$ cat config.mk
export PLATFORM = sky130hd
export DESIGN_NAME = asrm_mem_unit
export DESIGN_NICKNAME = d
export VERILOG_FILES = /design/src/rtl/asrm_mem_unit.sv
export SDC_FILE = /design/constraint.sdc
export NUM_CORES = 1
export LEC_CHECK = 0
export CAP_MARGIN = 10
export CORE_MARGIN = 8
export CORE_UTILIZATION = 25
export DETAILED_ROUTE_END_ITERATION = 8
export SYNTH_ARGS = -nofsm -noshare
export SYNTH_HDL_FRONTEND = slang
export SYNTH_SLANG_ARGS = --single-unit
$ cat constraint.sdc
create_clock -name clk -period 3.42 [get_ports clk]
set_input_delay 0.855 -clock clk [delete_from_list [all_inputs] [get_ports clk]]
set_output_delay 0.855 -clock clk [all_outputs]
set_load 0.02 [all_outputs]
$ cat src/rtl/asrm_mem_unit.sv
// asrm_mem_unit: fetches one instruction per pass and, for stack and load/store
// codes, runs one extra data access before a single-cycle EXEC handshake to the CPU.
module asrm_mem_unit #(
    parameter int unsigned   WORDSIZE    = 16,
    parameter int unsigned   WAIT_STATES = 1,
    parameter logic [7:0]    INST_PUSH   = 8'h0C,
    parameter logic [7:0]    INST_POP    = 8'h0D,
    parameter logic [7:0]    INST_CALL   = 8'h0E,
    parameter logic [7:0]    INST_RET    = 8'h0F,
    parameter logic [3:0]    OPP_LOAD    = 4'hA,
    parameter logic [3:0]    OPP_STR     = 4'hB
) (
    input  logic                clk,
    input  logic                reset,
    input  logic [WORDSIZE-1:0] workingRegister,
    input  logic [WORDSIZE-1:0] programCounter,
    input  logic [WORDSIZE-1:0] stackPointer,
    input  logic [WORDSIZE-1:0] otherRegister,
    output logic [7:0]          instruction,
    output logic [WORDSIZE-1:0] addr,
    output logic [WORDSIZE-1:0] data_out,
    input  logic [WORDSIZE-1:0] data_in,
    output logic                write_en,
    output logic                mem_req,
    input  logic                mem_ready,
    output logic [WORDSIZE-1:0] out,
    output logic [3:0]          out_reg,
    output logic                ram_not_ready
);

    typedef enum logic [1:0] {FETCH, DATA, EXEC} state_t;

    localparam logic [3:0] WS_MAX = 4'(WAIT_STATES);

    state_t     state, state_next;
    logic [3:0] counter;
    logic       done;

    // Write class: the data access stores a register to RAM.
    function automatic logic is_write(input logic [7:0] code);
        return (code == INST_PUSH) || (code == INST_CALL) || (code[7:4] == OPP_STR);
    endfunction

    // Read class: the data access returns a value to the CPU.
    function automatic logic is_read(input logic [7:0] code);
        return (code == INST_POP) || (code == INST_RET) || (code[7:4] == OPP_LOAD);
    endfunction

    // The full-code and opcode-nibble sets are disjoint, so memory class is just their union.
    function automatic logic is_mem(input logic [7:0] code);
        return is_write(code) || is_read(code);
    endfunction

    // An access finishes only once the minimum wait has elapsed and RAM agrees.
    assign done    = (counter == WS_MAX) && mem_ready;
    assign out_reg = 4'h0;

    // State register and wait counter; the counter restarts on every state change.
    always_ff @(posedge clk) begin
        if (!reset) begin
            state   <= FETCH;
            counter <= 4'h0;
        end else begin
            state <= state_next;
            if (state_next != state)
                counter <= 4'h0;
            else if (counter != WS_MAX)
                counter <= counter + 4'h1;
        end
    end

    // Capture the fetched code and the CPU result at access completion.
    always_ff @(posedge clk) begin
        if (!reset) begin
            instruction <= 8'h00;
            out         <= '0;
        end else if (state == FETCH && done) begin
            instruction <= data_in[7:0];
            if (!is_mem(data_in[7:0]))
                out <= '0;
        end else if (state == DATA && done) begin
            out <= is_read(instruction) ? data_in : workingRegister;
        end
    end

    // Next-state: FETCH branches on the code arriving now, EXEC always returns to FETCH.
    always_comb begin
        state_next = state;
        case (state)
            FETCH:   if (done) state_next = is_mem(data_in[7:0]) ? DATA : EXEC;
            DATA:    if (done) state_next = EXEC;
            EXEC:    state_next = FETCH;
            default: state_next = FETCH;
        endcase
    end

    // RAM and CPU strobes decode only from registered state and instruction, so they hold
    // steady through stalls and cannot glitch.
    always_comb begin
        addr          = programCounter;
        data_out      = '0;
        write_en      = 1'b0;
        mem_req       = 1'b0;
        ram_not_ready = 1'b1;
        case (state)
            FETCH: mem_req = 1'b1;
            DATA: begin
                mem_req = 1'b1;
                if (instruction[7:4] == OPP_LOAD || instruction[7:4] == OPP_STR)
                    addr = otherRegister;
                else
                    addr = stackPointer;
                if (is_write(instruction)) begin
                    write_en = 1'b1;
                    data_out = (instruction == INST_CALL) ? programCounter : workingRegister;
                end
            end
            EXEC:    ram_not_ready = 1'b0;
            default: ;
        endcase
    end

endmodule

**After elaboration in Yosys (flattened, before gate mapping)**

Index checks and enable logic that the tools add are counted.

- Flip-flop bits (word level): 30
- Logic and storage cells: 59

- Add/subtract/negate cells: 1
- Equal/unequal tests: 18
- Mux-type cells: 17
- Bitwise logic cells: 1
- Reductions and logical operators: 18

Operators with widths:

| kind | count |
|---|---|
| 16-bit two-way mux | 9 |
| 8-bit by 4-bit == test with 1-bit output, second input constant | 8 |
| 4-bit == test, second input constant | 4 |
| 1-bit logical OR | 10 |
| 2-bit two-way mux | 3 |
| 4-bit by 1-bit adder with 4-bit output, second input constant | 1 |
| 4-bit by 1-bit == test with 1-bit output, second input constant | 1 |
| 1-bit two-way mux | 4 |
| 4-bit by 1-bit != test with 1-bit output, second input constant | 1 |
| 2-bit one-hot mux with 2 select lines | 1 |
| 2-bit OR reduction | 2 |
| 1-bit logical AND | 3 |
| 2-bit by 1-bit == test with 1-bit output, second input constant | 1 |
| 2-bit == test, second input constant | 1 |
| 2-bit logical NOT | 1 |
| 2-bit != test | 1 |
| 2-bit != test, second input constant | 1 |
| 2-bit AND reduction | 1 |
| 2-bit nonzero test | 1 |
| 1-bit NOT | 1 |

**Depth between registers and ports, before layout**

- Word-level depth: 9
- Depth in mapped cells: 7
- Mapped depth without buffers: 6

**Least setup slack after synthesis**

No wires, ideal clock.

- Kind: reg2out
- Start: register instruction[4]
- End: output port data_out[0]
- Data arrival time: 2.065 ns
- Data required time: 2.565 ns
- Setup slack: 0.500 ns
- Stages on the path, launching flop included: 6
- Path buffers: 1
- Path through: dfxtp_1 > or4_4 > nor4_4 > buf_8 > mux2i_1 > nor2_1

- Word-level cells in the longest chain between the ends: 5
- Elaborated cells on any way between the ends: 8

RTL lines:

| what | line | source |
|---|---|---|
| start: declaration | 19 | `output logic [7:0] instruction,` |
| start signal: assignment | 78 | `instruction <= data_in[7:0];` |
| 8-bit by 4-bit == test with 1-bit output, on equally long branches | 41, 115 |  |
| 1-bit logical OR (2 in series) | 41 | `return (code == INST_PUSH) \|\| (code == INST_CALL) \|\| (code[7:4] == OPP_STR);` |
| 16-bit two-way mux (*) | 113 | `if (is_write(instruction)) begin` |
| 16-bit two-way mux (*) | 105 | `case (state)` |
| end: declaration | 21 | `output logic [WORDSIZE-1:0] data_out,` |

Mark *: on every way between the ends. The rest lies on a longest branch, timed or not.

**Final worst setup path**

- Start: register instruction[5]
- End: output port data_out[1]

The elaborated chain is that of the path after synthesis.

==> results.md <==
- Yosys cell types: 35
- Status: completed
- H-tree depth: 2
- Most common cell after layout, fill and taps aside: clkdlybuf4s50_1
- Fillers: 733
- Area leader, netlist: dfxtp_1
- DR WL/cell: 17.6 um
- Average size of a mapped cell: 8.86 um^2
- Pwr Total: 1.31 mW
- Layout Cells excl Fill: 469
- Die H: 104 um
- Diodes inserted: 0
- Max Clk Rate: 308 MHz
- Mapped cell area: 1920 um^2
- Die Wd: 104 um
- CTS sink count: 30
- VDD IR max: 0.270 mV
- First-pass GRT wire length: 12.7 mm
- IO buf count: 141
- Routed wire length: 8.28 mm
- Skew final: 0.00629 ns
- Tightest Hold Check Type: register to register
- Drt drc: 0
- Crit path kind: register to primary output
- Worst-path maximum fanout: 6
- Final Cycle Share: 0.948
- DRT Pass-1 Iters: 4
- Root Buffer: clkbuf_8
- Final slew viol count: 0
- FF+latch count, synth: 30
- Largest net degree at the start of global routing: 33
- Critical-path top delay cell: or4_4
- Area contributors post-synth: dfxtp_1 31%, mux2i_1 29%, nor2_1 8.6%, o2bb2ai_1 7.3%, a21oi_1 4.4%
- Cell count after synthesis: 217
- Slew @ Worst Pin: 0.629 ns
- Sequential share of the synthesized area: 0.313
- CP endpoint kind: primary output
- Critical path launch point type: register
- Max FFs per register: 16
- Max Cap Viol: 0
- CP Data Arrival Time: 2.39 ns
- Dpl hpwl: 6.84 mm
- Most frequent CP cell: buf_4
- CTS tree: built
- Bufs on Longest Clock Path: 2
- Yosys warnings: 0
- Share of layout cells above drive strength 1: 0.0763
- Area added between synthesis and finish: 86.2%
- Gr usage total: 0.148
- Starting DRT DRC Count: 38
- Initial antenna violation count: 0
- Vias in the first global route: 2124
- Vias: 2116
- Placed Cells: 457
- I/O pin total: 146
- Hold Violations, Final: 0
- Setup TNS Final: 0 ns
- Cts bufs inserted: 5
- CP max stage delay: 0.56 ns
- RD Place Congestion: 0.799
- Clk Latency, worst-skew pair: 0.28 ns
- Area share of the largest cell type after synthesis: 0.313
- Routed Antenna Nets: 0
- Die area: 10700 um^2
- Commonest cells after routing, fill and taps aside: 124 x clkdlybuf4s50_1, 56 x mux2i_1, 44 x nor2_1, 30 x dfxtp_1, 17 x a21oi_1
- Row cnt: 32
- Vias per cell: 4.51
- Final count of negative-setup-slack endpoints: 0
- RSZ-0062 raised after global routing: false
- Initial core utilization: 0.254
- Rel. slew slack: 0.580
- Remaining Overflow, GRT: 0
- PwrDens: 366 nW/um^2
- Layout net count: 451
- CP cell instances: or4_4 > o32ai_1 > nand2_1 > buf_4 > buf_4 > nor2_2 > dlygate4sd2_1
- Min Tclk post-route: 3.24 ns
- Core ar.: 7570 um^2
- CTS clock-pin slew for the worst setup and hold paths: 0.07 ns
- Pleak: 1.46 nW
- Worst EP required: 2.56 ns
## through the flow
| stage | worst slack, ns | hold WS (ns) | area [um^2] | util |
|---|---|---|---|---|
| floorplan | 0.500 | 0.494 | 1930 | - |
| global placement | 0.299 | 0.447 | 3470 | 0.458 |
| detailed placement | 0.272 | 0.451 | 3470 | 0.458 |
| CTS | 0.0140 | 0.472 | 3540 | 0.468 |
| global route | 0.0356 | 0.485 | 3580 | 0.473 |
| finish | 0.178 | 0.467 | 3580 | 0.473 |
## worst max-delay path: cells and delay by family (launching register included)
kind | cells | cell delay (ns)
simple gates | 3 | 0.83
buf+inv | 3 | 0.66
compound gates | 1 | 0.28
flops | 1 | 0.34
## synth_stat cells
| library cell | number |
|---|---|
| mux2i_1 | 56 |
| nor2_2 | 2 |
| nor3_1 | 1 |
| and4_1 | 1 |
| nand2_1 | 3 |
| nand3_1 | 4 |
| nor4bb_1 | 1 |
| nor4b_1 | 1 |
| dfxtp_1 | 30 |
| buf_2 | 1 |
| a21oi_1 | 17 |
| nor3_2 | 1 |
| inv_1 | 5 |
| nor2b_1 | 1 |
| nor3b_1 | 1 |
| xnor2_1 | 1 |
| nand4bb_1 | 1 |
| a31oi_1 | 2 |
| and2_1 | 1 |
| nand2b_1 | 1 |
| o32ai_1 | 1 |
| nand3b_1 | 1 |
| clkbuf_1 | 8 |
| conb_1 | 1 |
| a211oi_1 | 1 |
| nor4_4 | 1 |
| buf_8 | 1 |
| ha_1 | 2 |
| clkinv_1 | 1 |
| o2bb2ai_1 | 16 |
| or4_4 | 1 |
| buf_4 | 5 |
| o22ai_2 | 1 |
| nor2_1 | 44 |
| xor2_1 | 2 |
## layout make-up
type,instances,area (um^2),area share
Clock inverter,2,12.5,0.00350
Inverter,6,22.5,0.00629
Tap cell,102,128,0.0357
Sequential cell,30,601,0.168
Clock buffer,6,82.6,0.0231
Timing Repair Buffer,154,1510,0.421
Multi-Input combinational cell,169,1220,0.342
## report_power, final
group	leakage [nW]	total [mW]	switching [mW]	internal, mW
clock	0.0472	0.305	0.143	0.162
combinational	1.17	0.585	0.289	0.296
sequential	0.243	0.421	0.0362	0.385
total	1.46	1.31	0.468	0.842
## per-layer routing
layer / global-route usage / vias up / share of wire
li1: - / 1075 / -
met1: 0.177 / 960 / 0.44
met2: 0.255 / 73 / 0.49
met3: 0.0421 / 8 / 0.061
met4: 0.0321 / 0 / 0.0082
met5: 0 / - / 0
## final timing paths
path                                    start                   end  slack (ns)  depth (start not counted)
setup reg to reg      counter[0]$_SDFFE_PP0P_   out[6]$_SDFFE_PN0P_        1.17                          5
hold reg to reg          out[15]$_SDFFE_PN0P_  out[15]$_SDFFE_PN0P_        0.47                          1
hold / removal           out[15]$_SDFFE_PN0P_  out[15]$_SDFFE_PN0P_        0.47                          1
setup / recovery  instruction[5]$_SDFFE_PN0P_           data_out[1]        0.18                          7
## repair_timing
item                       in CTS  in global routing
pin swaps                       0                  1
hold buffers                    0                  0
setup buffers                   0                  4
setup endpoints to repair      15                  2
gates resized for setup        15                  2
## logic make-up after synthesis
group,synth area share
adders and majority gates,0.0130
other,0.00195
muxes,0.292
DFF,0.313
and+or+nand+nor,0.171
buffers and inverters,0.0573
xor gates and xnor gates,0.0137
AOI/OAI and AO/OA,0.139
Note: power is estimated with default switching activity, not from simulation.
